===== src/rtl/uart_rx_cfg.sv =====
// UART receiver with a fixed clocks-per-bit rate, configurable word length,
// optional odd/even parity, 1 or 2 stop bits, and parity/framing error flags.
`timescale 1ns/1ps
module uart_rx_cfg #(
  parameter int CLKS_PER_BIT = 217,
  parameter int DATA_BITS    = 8,
  parameter int PARITY_MODE  = 0,
  parameter int STOP_BITS    = 1
) (
  input  logic                 i_Clock,
  input  logic                 i_Reset,
  input  logic                 i_RX_Serial,
  output logic                 o_RX_DV,
  output logic [DATA_BITS-1:0] o_RX_Byte,
  output logic                 o_Parity_Err,
  output logic                 o_Frame_Err,
  output logic                 o_Busy
);

  localparam int CNT_W = $clog2(CLKS_PER_BIT);
  localparam int IDX_W = $clog2(DATA_BITS + 1);
  localparam logic [CNT_W-1:0] CNT_LAST  = CNT_W'(CLKS_PER_BIT - 1);
  localparam logic [CNT_W-1:0] CNT_MID   = CNT_W'((CLKS_PER_BIT - 1) / 2);
  localparam logic [CNT_W-1:0] CNT_ARM   = CNT_W'(2);
  localparam logic [CNT_W-1:0] CNT_ZERO  = CNT_W'(0);
  localparam logic [IDX_W-1:0] IDX_LAST  = IDX_W'(DATA_BITS - 1);
  localparam logic [IDX_W-1:0] IDX_ZERO  = IDX_W'(0);
  localparam logic             STOP_LAST = (STOP_BITS == 2);

  typedef enum logic [2:0] {
    ARM    = 3'd0,
    IDLE   = 3'd1,
    START  = 3'd2,
    DATA   = 3'd3,
    PARITY = 3'd4,
    STOP   = 3'd5
  } state_t;

  function automatic logic parity_err_f(input logic [DATA_BITS-1:0] data, input logic par_bit);
    logic sum;
    sum = (^data) ^ par_bit;
    if (PARITY_MODE == 1) begin
      return ~sum;
    end else if (PARITY_MODE == 2) begin
      return sum;
    end else begin
      return 1'b0;
    end
  endfunction

  logic                 rx_meta_r;
  logic                 rx_sync_r;
  logic                 rx_s;
  state_t               state_r;
  logic [CNT_W-1:0]     cnt_r;
  logic [IDX_W-1:0]     idx_r;
  logic                 stop_idx_r;
  logic [DATA_BITS-1:0] shift_r;
  logic                 par_err_r;
  logic                 frame_err_r;

  assign rx_s = rx_sync_r;

  // Two-flop synchroniser for the asynchronous serial line
  always_ff @(posedge i_Clock) begin
    if (i_Reset) begin
      rx_meta_r <= 1'b1;
      rx_sync_r <= 1'b1;
    end else begin
      rx_meta_r <= i_RX_Serial;
      rx_sync_r <= rx_meta_r;
    end
  end

  // Receive state machine with registered outputs
  always_ff @(posedge i_Clock) begin
    if (i_Reset) begin
      state_r      <= ARM;
      cnt_r        <= CNT_ZERO;
      idx_r        <= IDX_ZERO;
      stop_idx_r   <= 1'b0;
      shift_r      <= {DATA_BITS{1'b0}};
      par_err_r    <= 1'b0;
      frame_err_r  <= 1'b0;
      o_RX_DV      <= 1'b0;
      o_RX_Byte    <= {DATA_BITS{1'b0}};
      o_Parity_Err <= 1'b0;
      o_Frame_Err  <= 1'b0;
      o_Busy       <= 1'b0;
    end else begin
      o_RX_DV <= 1'b0;
      case (state_r)
        // Synchroniser flops still hold their reset 1s for two cycles, so the
        // line must read high once those have flushed before arming.
        ARM: begin
          if (!rx_s) begin
            cnt_r <= CNT_ZERO;
          end else if (cnt_r == CNT_ARM) begin
            state_r <= IDLE;
            cnt_r   <= CNT_ZERO;
          end else begin
            cnt_r <= cnt_r + 1'b1;
          end
        end
        IDLE: begin
          cnt_r <= CNT_ZERO;
          if (!rx_s) begin
            state_r     <= START;
            o_Busy      <= 1'b1;
            par_err_r   <= 1'b0;
            frame_err_r <= 1'b0;
          end else begin
            state_r <= IDLE;
          end
        end
        START: begin
          if (cnt_r == CNT_MID) begin
            cnt_r <= CNT_ZERO;
            idx_r <= IDX_ZERO;
            if (!rx_s) begin
              state_r <= DATA;
            end else begin
              state_r <= IDLE;
              o_Busy  <= 1'b0;
            end
          end else begin
            cnt_r <= cnt_r + 1'b1;
          end
        end
        DATA: begin
          if (cnt_r == CNT_LAST) begin
            cnt_r   <= CNT_ZERO;
            shift_r <= {rx_s, shift_r[DATA_BITS-1:1]};
            if (idx_r == IDX_LAST) begin
              idx_r      <= IDX_ZERO;
              stop_idx_r <= 1'b0;
              state_r    <= (PARITY_MODE != 0) ? PARITY : STOP;
            end else begin
              idx_r <= idx_r + 1'b1;
            end
          end else begin
            cnt_r <= cnt_r + 1'b1;
          end
        end
        PARITY: begin
          if (cnt_r == CNT_LAST) begin
            cnt_r     <= CNT_ZERO;
            par_err_r <= parity_err_f(shift_r, rx_s);
            state_r   <= STOP;
          end else begin
            cnt_r <= cnt_r + 1'b1;
          end
        end
        STOP: begin
          if (cnt_r == CNT_LAST) begin
            cnt_r <= CNT_ZERO;
            if (stop_idx_r == STOP_LAST) begin
              o_RX_DV      <= 1'b1;
              o_RX_Byte    <= shift_r;
              o_Parity_Err <= par_err_r;
              o_Frame_Err  <= frame_err_r | ~rx_s;
              o_Busy       <= 1'b0;
              stop_idx_r   <= 1'b0;
              state_r      <= rx_s ? IDLE : ARM;
            end else begin
              frame_err_r <= frame_err_r | ~rx_s;
              stop_idx_r  <= stop_idx_r + 1'b1;
            end
          end else begin
            cnt_r <= cnt_r + 1'b1;
          end
        end
        default: begin
          state_r <= ARM;
          cnt_r   <= CNT_ZERO;
          o_Busy  <= 1'b0;
        end
      endcase
    end
  end

endmodule


===== config.mk =====
export PLATFORM = sky130hd
export DESIGN_NAME = uart_rx_cfg
export DESIGN_NICKNAME = d
export VERILOG_FILES = /design/src/rtl/uart_rx_cfg.sv
export SDC_FILE = /design/constraint.sdc
export NUM_CORES = 1
export LEC_CHECK = 0
export ABC_AREA = 1
export BUFFER_PORTS_ARGS = -buffer_cell sky130_fd_sc_hd__buf_2
export CORE_MARGIN = 3
export CORE_UTILIZATION = 50
export DETAILED_ROUTE_END_ITERATION = 8
export PLACE_DENSITY = 0.7
export SKIP_LAST_GASP = 1
export SLEW_MARGIN = 20
export SYNTH_ARGS = -nofsm -noshare
export SYNTH_HDL_FRONTEND = slang
export SYNTH_SLANG_ARGS = --single-unit

===== constraint.sdc =====
create_clock -name i_Clock -period 2.1 [get_ports i_Clock]
set_input_delay 0.21 -clock i_Clock [delete_from_list [all_inputs] [get_ports i_Clock]]
set_output_delay 0.21 -clock i_Clock [all_outputs]
set_load 0.02 [all_outputs]

==> results of run 1 <==
-- power by group --
part | internal [mW] | switching (mW)
combinational | 0.247 | 0.463
clock | 0.163 | 0.234
sequential | 0.761 | 0.0751
-- cells in the mapped netlist (2+ instances only) --
| library cell | n |
|---|---|
| nand2_1 | 53 |
| inv_2 | 5 |
| dfxtp_1 | 37 |
| nor3_1 | 2 |
| ha_1 | 4 |
| o21ai_0 | 5 |
| xor2_1 | 4 |
| nor2_1 | 27 |
| nand2_2 | 7 |
| buf_6 | 2 |
| nand3_2 | 3 |
| or2_2 | 2 |
| inv_1 | 19 |
| nand3_1 | 23 |
| clkbuf_1 | 2 |
| a21oi_1 | 26 |
-- through the flow --
stage | hold slack (ps) | utilization | cells
final | 44.2 | 0.592 | 298
after global routing | 35.2 | 0.592 | 298
after CTS | 31.6 | 0.592 | 298
after detailed placement | 394 | 0.572 | 290
after global placement | 393 | 0.572 | 290
after floorplan | 314 | - | 238
-- area by class of cell --
| class | count | area [sq um] |
|---|---|---|
| multi-input cells | 170 | 866 |
| well taps | 44 | 55.1 |
| clock buffers | 6 | 51.3 |
| repair buffers | 15 | 80.1 |
| clock inverters | 2 | 13.8 |
| inverters | 24 | 90.1 |
| flip-flops and latches | 37 | 741 |
| fillers | 324 | 1310 |
-- registers in the layout, indices dropped and copies added (netlist names) --
name / cells
rx_s: 1
cnt_r: 8
o_Frame_Err: 1
frame_err_r: 1
o_RX_Byte: 8
rx_meta_r: 1
o_Busy: 1
idx_r: 4
state_r: 3
o_RX_DV: 1
shift_r: 8
-- path summary, 6_finish.rpt --
kind	end	cells after the start	startpoint	slack (ps)
worst min-delay path	rx_meta_r	2	i_RX_Serial	40
worst max-delay path	idx_r[1]	11	cnt_r[0]	530
worst max register to register	idx_r[1]	11	cnt_r[0]	530
worst min register to register	rx_s	1	rx_meta_r	420
-- metal layers --
layer	GRT usage	up-vias	part of all wire	routed length, um
met1	0.215	623	0.53	1610
met5	0	-	0	0
met2	0.231	33	0.41	1250
li1	-	797	-	-
met3	0.0359	9	0.041	126
met4	0.0855	0	0.024	74
-- kinds of logic (layout without fill, tap and decap cells) --
kind of cell               after synthesis  count (layout)
and+or+nand+nor                        123             123
AOI/OAI and AO/OA                       37              37
DFF                                     37              37
buffers and inverters                   31              47
xor gates and xnor gates                 5               5
adders and majority gates                4               4
other                                    1               1
==> metrics, run 1 <==
critical path class=reg -> reg; commonest non-fill, non-tap cells in the layout=53 x nand2_1, 37 x dfxtp_1, 27 x nor2_1; final setup margin=526 ps; global placer's final weighted congestion=0.886; H-tree levels=2; Reg clk slew, reported paths=110 ps; Slew Viols, Final=0; Final min period=1570 ps; fraction of layout cells with a size suffix above 1=0.177; I/O pin count=15; register area share after synthesis=0.421; hold buffer count at cts=0; status=completed; CP endpoint kind=register; Final nets=260; Distinct cells, synth=33; max incr delay on CP=340 ps; EDFF count, synth=0; Avg Synthesized Cell Area=7.39 sq um; Place WS=506 ps; worst skew pair latency=340 ps; critical-path cell list=inv_1 > ha_1 > nand2_1 > nor2_1 > nand2_2 > inv_2 > nand2_2 > o21ai_2 > inv_1 > a21oi_1 > nor2_1; Worst Path Arrival=1820 ps; ys flop type=dfxtp_1; n_diodes=0; xor/xnor cell area share of the yosys netlist=0.0249; syn nets=245; CP top delay family=simple AND/OR/NAND/NOR gates; CP Max Fanout=10; type of the worst min-delay path=in -> reg; Via Count=1462; CTS sink cnt=37; Cell Rows=20; CP startpoint kind=register; Power, Total=1.94 mW; Final Hold Viols=0; unrepaired setup endpoints after global routing=false; crit share post-route=0.749; Post-CTS Setup Bufs=0; Post-DP Area=0.00183 sq mm; antenna violations before repair=0; peak supply drop=0.000703 V; die span in x=65.3 um; post-synthesis compound-gate area fraction=0.115; DRT Wirelength=3060 um; die area=0.00427 sq mm; ANT nets after route=0; Final Setup Violations=0; max frequency=0.635 GHz; root buf cell=clkbuf_4; largest net degree at the start of global routing=25; synth warn=0; slowest CP cell=dfxtp_1; post-layout instance area=0.00190 sq mm; WL/cell=10.3 um; #FFs+latches synth=37; required time of the critical path=2350 ps; total global routing overflow=0; Worst Path Buf+Inv=3; port bufs=13; Clock Path Buffers=2; post-synthesis simple-gate area fraction=0.321; Pre-antenna DRT Iters=5; leading cell type in the layout, fill and taps excluded=nand2_1; Leak Pwr=0.754 nW; main combinational cell family by area after synthesis=simple AND/OR/NAND/NOR gates; initial DRC count=103; Synth area leaders=dfxtp_1 42%, nand2_1 11%, a21oi_1 7.4%; top cell type's share of synthesized area=0.421; post_cts resized=0; GRT Util Overall=0.159; first-pass GRT wire length=5290 um; TritonCTS Buffers=5; DRC violations left=0; Die H=65.3 um; vias in the first global route=1236; skew final=12.8 ps; core footprint=0.00320 sq mm; Power Dens Cells=1020 mW/mm^2; Mapped Cells=238; Sum Neg Setup Slack=0 ps; Cell Area, Synth=0.00176 sq mm; asr flop ratio synth=0; Adder-Cell Fraction of Synth Area=0.0284; cell taking the most area after synthesis=dfxtp_1; initial core utilization=0.549; clock tree from TritonCTS=yes; synthesis-to-finish area growth=7.82%; multiplexer share of the synthesized area=0; max cap viols=0; Detail Placement HPWL=2200 um; Via density=4.91
Note: power is estimated with default switching activity, not from simulation.
==> inputs of run 2 (changes only) <==
--- a/config.mk
+++ b/config.mk
@@ -10,7 +10,7 @@
 export CORE_MARGIN = 3
 export CORE_UTILIZATION = 50
 export DETAILED_ROUTE_END_ITERATION = 8
-export PLACE_DENSITY = 0.7
+export PLACE_DENSITY = 0.72
 export SKIP_LAST_GASP = 1
 export SLEW_MARGIN = 20
 export SYNTH_ARGS = -nofsm -noshare
==> constraint.sdc (replaced) <==
create_clock -name i_Clock -period 1.3 [get_ports i_Clock]
set_input_delay 0.13 -clock i_Clock [delete_from_list [all_inputs] [get_ports i_Clock]]
set_output_delay 0.13 -clock i_Clock [all_outputs]
set_load 0.02 [all_outputs]
==> run 2 against run 1 <==
  * The run now ends with setup timing left
  * Critical endpoint is now idx_r[3]
  * Non-clock buffer count increased by 24
  * Cell area grew 22%
  * Clock power is 110% higher
==> metrics, run 2 (synthesized netlist as in run 1, its figures left out) <==
core footprint=0.00320 sq mm (unchanged); H-tree levels=2 (unchanged); Reg clk slew, reported paths=120 ps (was 110 ps); max frequency=0.684 GHz (was 0.635 GHz); Cell Rows=20 (unchanged); CTS sink cnt=37 (unchanged); Via Count=1603 (was 1462); TritonCTS Buffers=5 (unchanged); crit share post-route=1.12 (was 0.749); largest net degree at the start of global routing=20 (was 25); unrepaired setup endpoints after global routing=true (was false); commonest non-fill, non-tap cells in the layout=45 x nand2_1, 32 x dfxtp_1, 22 x nor2_1 (was 53 x nand2_1, 37 x dfxtp_1, 27 x nor2_1); global placer's final weighted congestion=0.859 (was 0.886); Leak Pwr=0.923 nW (was 0.754 nW); Sum Neg Setup Slack=-2120 ps (was 0 ps); skew final=7.87 ps (was 12.8 ps); die span in x=65.3 um (unchanged); DRT Wirelength=3880 um (was 3060 um); root buf cell=clkbuf_4 (unchanged); Clock Power Share=0.215 (was 0.204); Final min period=1460 ps (was 1570 ps); CP endpoint kind=register (unchanged); total global routing overflow=0 (unchanged); Die H=65.3 um (unchanged); vias in the first global route=1547 (was 1236); Clock Path Buffers=2 (unchanged); Pre-antenna DRT Iters=4 (was 5); required time of the critical path=1560 ps (was 2350 ps); largest registers=cnt_r x8, o_RX_Byte x8, shift_r x8 (unchanged); CP top delay family=simple AND/OR/NAND/NOR gates (unchanged); critical-path cell list=inv_4 > ha_4 > nand2_4 > nor2_4 > nand2_2 > buf_6 > o21ai_4 > nand2_1 > o21ai_1 > nor2_1 (was inv_1 > ha_1 > nand2_1 > nor2_1 > nand2_2 > inv_2 > nand2_2 > o21ai_2 > inv_1 > a21oi_1 > nor2_1); max cap viols=0 (unchanged); n_diodes=0 (unchanged); fraction of layout cells with a size suffix above 1=0.378 (was 0.177); failing checks=setup timing; critical path class=reg -> reg (unchanged); Filler cells=280 (was 324); Comb power frac=0.427 (was 0.365); Net Sw Frac=0.393 (was 0.397); Final nets=284 (was 260); Via density=4.98 (was 4.91); port bufs=13 (unchanged); slowest CP cell=dfxtp_2 (was dfxtp_1); Power, Total=3.83 mW (was 1.94 mW); status=complete, but fails checks (was completed); clock tree from TritonCTS=yes (unchanged); Final Setup Violations=33 (was 0); die area=0.00427 sq mm (unchanged); Detail Placement HPWL=2570 um (was 2200 um); ANT nets after route=0 (unchanged); max incr delay on CP=360 ps (was 340 ps); DRC violations left=0 (unchanged); initial DRC count=142 (was 103); Slew Viols, Final=0 (unchanged); Final Hold Viols=0 (unchanged); CP Max Fanout=6 (was 10); type of the worst min-delay path=in -> reg (unchanged); Worst Path Arrival=1720 ps (was 1820 ps); I/O pin count=15 (unchanged); first-pass GRT wire length=6650 um (was 5290 um); final setup margin=-162 ps (was 526 ps); GRT Util Overall=0.201 (was 0.159); Psw=1.51 mW (was 0.772 mW); Seq pwr share=0.359 (was 0.430); peak supply drop=0.00115 V (was 0.000703 V); Internal=2.32 mW (was 1.17 mW); WL/cell=12.0 um (was 10.3 um); synthesis-to-finish area growth=31.3% (was 7.82%); antenna violations before repair=0 (unchanged); Worst Path Buf+Inv=2 (was 3); initial core utilization=0.549 (unchanged); Power Dens Cells=1660 mW/mm^2 (was 1020 mW/mm^2); leading cell type in the layout, fill and taps excluded=nand2_1 (unchanged); worst skew pair latency=350 ps (was 340 ps); CP startpoint kind=register (unchanged)
run 2: cell types whose count changed in the layout (fill, tap and decap cells not counted), moves of 7 or more:
cell     change
buf_4       +16
nand2_1      -8
a21oi_1      -7
a21oi_2      +7
nand3_1      -7
nand3_2      +7
run 2: path summary, 6_finish.rpt:
| path | startpoint | to | slack (ps) | cells after the start |
|---|---|---|---|---|
| worst max-delay path | cnt_r[0] | idx_r[3] | -160 | 10 |
| worst min-delay path | i_Reset | rx_meta_r | 70 | 2 |
| worst min register to register | rx_meta_r | rx_s | 440 | 1 |
| worst max register to register | cnt_r[0] | idx_r[3] | -160 | 10 |
run 2: area by class of cell:
class / count / area, sq um / area share
Clock buffer: 5 / 37.5 / 0.0163
Sequential cell: 37 / 749 / 0.324
Tap cell: 44 / 55.1 / 0.0238
Timing Repair Buffer: 39 / 297 / 0.128
Clock inverter: 3 / 46.3 / 0.0200
Inverter: 24 / 100 / 0.0433
Multi-Input combinational cell: 170 / 1020 / 0.444
run 2: metal layers:
layer | global-route usage | wire [um] | vias to the layer above | share of wire
met4 | 0.0829 | 72 | 0 | 0.019
met5 | 0 | 0 | - | 0
li1 | - | - | 845 | -
met3 | 0.0581 | 142 | 9 | 0.037
met1 | 0.252 | 1800 | 717 | 0.46
met2 | 0.320 | 1870 | 32 | 0.48
run 2: repair_timing:
item,4_1_cts,5_1_grt
hold buffers,1,1
endpoints found under the setup margin,33,34
pin swaps,6,17
buffers inserted,1,1
gates cloned,1,0
resized for setup,13,36
hold endpoints to repair,1,1
run 2: worst reg2reg max path, stage by stage, from the launching register on:
cell,delay [ps]
dfxtp_2,360
inv_4,70
ha_4,150
nand2_4,50
nor2_4,110
nand2_2,90
buf_6,130
o21ai_4,220
nand2_1,80
o21ai_1,70
nor2_1,50
run 2: power by group through the flow:
stage | Clock (mW) | Combinational, mW | Sequential, mW
2_1_floorplan | 0 | 1.00 | 1.38
5_1_grt | 0.883 | 1.83 | 1.39
3_3_place_gp | 0 | 1.40 | 1.36
4_1_cts | 0.836 | 1.48 | 1.35
3_5_place_dp | 0 | 1.42 | 1.37
6_report | 0.821 | 1.63 | 1.37
run 2: per-stage QoR:
step | hold slack [ps] | std cells | instance area, sq um | setup slack, ps | utilization
after CTS | 10.6 | 320 | 2170 | -103 | 0.678
after detailed placement | 330 | 309 | 2020 | -106 | 0.630
final | 69.6 | 322 | 2310 | -162 | 0.721
after global placement | 313 | 309 | 2020 | -67.2 | 0.630
after global routing | 58.7 | 322 | 2310 | -252 | 0.721
after floorplan | 234 | 238 | 1790 | -26.2 | -
==> inputs of run 3 (changes only) <==
--- a/config.mk
+++ b/config.mk
@@ -10,7 +10,7 @@
 export CORE_MARGIN = 3
 export CORE_UTILIZATION = 50
 export DETAILED_ROUTE_END_ITERATION = 8
-export PLACE_DENSITY = 0.72
+export PLACE_DENSITY = 0.7
 export SKIP_LAST_GASP = 1
 export SLEW_MARGIN = 20
 export SYNTH_ARGS = -nofsm -noshare
==> constraint.sdc (replaced) <==
create_clock -name i_Clock -period 1.61 [get_ports i_Clock]
set_input_delay 0.161 -clock i_Clock [delete_from_list [all_inputs] [get_ports i_Clock]]
set_output_delay 0.161 -clock i_Clock [all_outputs]
set_load 0.02 [all_outputs]
==> run 3 against run 2 <==
  * Clock power decreased by 17%
  * Critical path depth decreased by 1
  * Worst setup slack improved by 270 ps
  * Sequential share of layout area increased by 5.2 points
  * Global-route usage decreased by 3.2 points
  * Fmax decreased by 2.4%
  * The flow now finishes without violations
==> metrics, run 3 (synthesized netlist as in run 1, its figures left out) <==
synthesis-to-finish area growth=11.7% (was 31.3%); Leak Pwr=0.779 nW (was 0.923 nW); initial core utilization=0.549 (unchanged); Place WS=79.3 ps (was -106 ps); H-tree levels=2 (unchanged); CP startpoint kind=register (unchanged); Post-DP Area=0.00185 sq mm (was 0.00202 sq mm); Power, Total=2.74 mW (was 3.83 mW); final setup margin=111 ps (was -162 ps); Power Dens Cells=1390 mW/mm^2 (was 1660 mW/mm^2); type of the worst min-delay path=in -> reg (unchanged); max frequency=0.667 GHz (was 0.684 GHz); required time of the critical path=1890 ps (was 1560 ps); Final Core Density=0.614 (was 0.721); initial DRC count=96 (was 142); GRT Util Overall=0.168 (was 0.201); Final nets=264 (was 284); status=completed (was complete, but fails checks); placed insts=292 (was 309); Clock Path Buffers=2 (unchanged); Via density=4.91 (was 4.98); Final Setup Violations=0 (was 33); WHS=224 ps (was 69.6 ps); Final min period=1500 ps (was 1460 ps); leading cell type in the layout, fill and taps excluded=nand2_1 (unchanged); CP endpoint kind=register (unchanged); ANT nets after route=0 (unchanged); die span in x=65.3 um (unchanged); DRC violations left=0 (unchanged); n_diodes=0 (unchanged); first-pass GRT wire length=5610 um (was 6650 um); Worst Path Arrival=1780 ps (was 1720 ps); Final Hold Viols=0 (unchanged); clock tree from TritonCTS=yes (unchanged); antenna violations before repair=0 (unchanged); skew final=10.8 ps (was 7.87 ps); vias in the first global route=1279 (was 1547); Pre-antenna DRT Iters=4 (unchanged); unrepaired setup endpoints after global routing=true (unchanged); peak supply drop=0.00105 V (was 0.00115 V); port bufs=13 (unchanged); crit share post-route=0.931 (was 1.12); critical path class=reg -> reg (unchanged); die area=0.00427 sq mm (unchanged); largest net degree at the start of global routing=25 (was 20); post-layout instance area=0.00197 sq mm (was 0.00231 sq mm); Die H=65.3 um (unchanged); max cap viols=0 (unchanged); fraction of layout cells with a size suffix above 1=0.190 (was 0.378); Reg clk slew, reported paths=120 ps (about the same); commonest non-fill, non-tap cells in the layout=52 x nand2_1, 37 x dfxtp_1, 27 x nor2_1 (was 45 x nand2_1, 32 x dfxtp_1, 22 x nor2_1); TritonCTS Buffers=5 (unchanged); Cell Rows=20 (unchanged); worst skew pair latency=350 ps (about the same); Final Non-Filler Cells=302 (was 322); DRT Wirelength=3320 um (was 3880 um); global placer's final weighted congestion=0.853 (was 0.859); CP Max Fanout=16 (was 6); Via Count=1484 (was 1603); total global routing overflow=0 (unchanged); root buf cell=clkbuf_4 (unchanged); core footprint=0.00320 sq mm (unchanged); WL/cell=11.0 um (was 12.0 um); I/O pin count=15 (unchanged); Sum Neg Setup Slack=0 ps (was -2120 ps); Detail Placement HPWL=2280 um (was 2570 um); Slew Viols, Final=0 (unchanged); CTS sink cnt=37 (unchanged); largest registers=cnt_r x8, o_RX_Byte x8, shift_r x8 (unchanged)
[run 3: cell count changes in the layout (fill, tap and decap cells not counted), moves of 4 or more]
cell,change
buf_4,-13
a21oi_1,+7
a21oi_2,-7
nand2_1,+7
nand3_1,+7
nand3_2,-7
buf_6,-5
dfxtp_1,+5
nand2_4,-5
nor2_1,+5
dfxtp_2,-4
nor2_2,-4
[run 3: what timing repair did]
action	4_1_cts	5_1_grt
hold endpoints to repair	1	0
hold buffers	1	0
endpoints found under the setup margin	0	12
gates resized for setup	0	3
buffers inserted	0	1
[run 3: critical path, stage by stage (launching register included)]
cell     delay (ps)
dfxtp_1         350
inv_1            80
ha_1            160
nand2_1          50
nor2_1          130
nand2_2         100
inv_4           100
buf_4           210
nand3_1         100
a21oi_1         170
[run 3: where the power goes]
group          internal [mW]  switching (mW)  total [mW]
logic                  0.346           0.620       0.966
registers              0.993          0.0981        1.09
clock network          0.369           0.313       0.682
[run 3: area by class of cell]
type	count	area [sq um]
timing repair buffer	19	113
clock buffer	6	51.3
tap	44	55.1
sequential	37	741
fill	324	1240
multi-input combinational	170	876
inverter	24	92.6
clock inverter	2	37.5
[run 3: worst paths after layout]
kind,from,endpoint,slack (ps),cells after the start
worst max-delay path,cnt_r[0],o_RX_Byte[6],110,9
worst min-delay path,i_Reset,o_RX_DV,220,2
worst max register to register,cnt_r[0],o_RX_Byte[6],110,9
worst min register to register,rx_meta_r,rx_s,420,1
[run 3: per-layer routing]
metal	vias to the layer above	GRT usage	share of wire
li1	801	-	-
met1	644	0.226	0.51
met2	35	0.250	0.43
met3	4	0.0410	0.054
met4	0	0.0829	0.012
met5	-	0	0
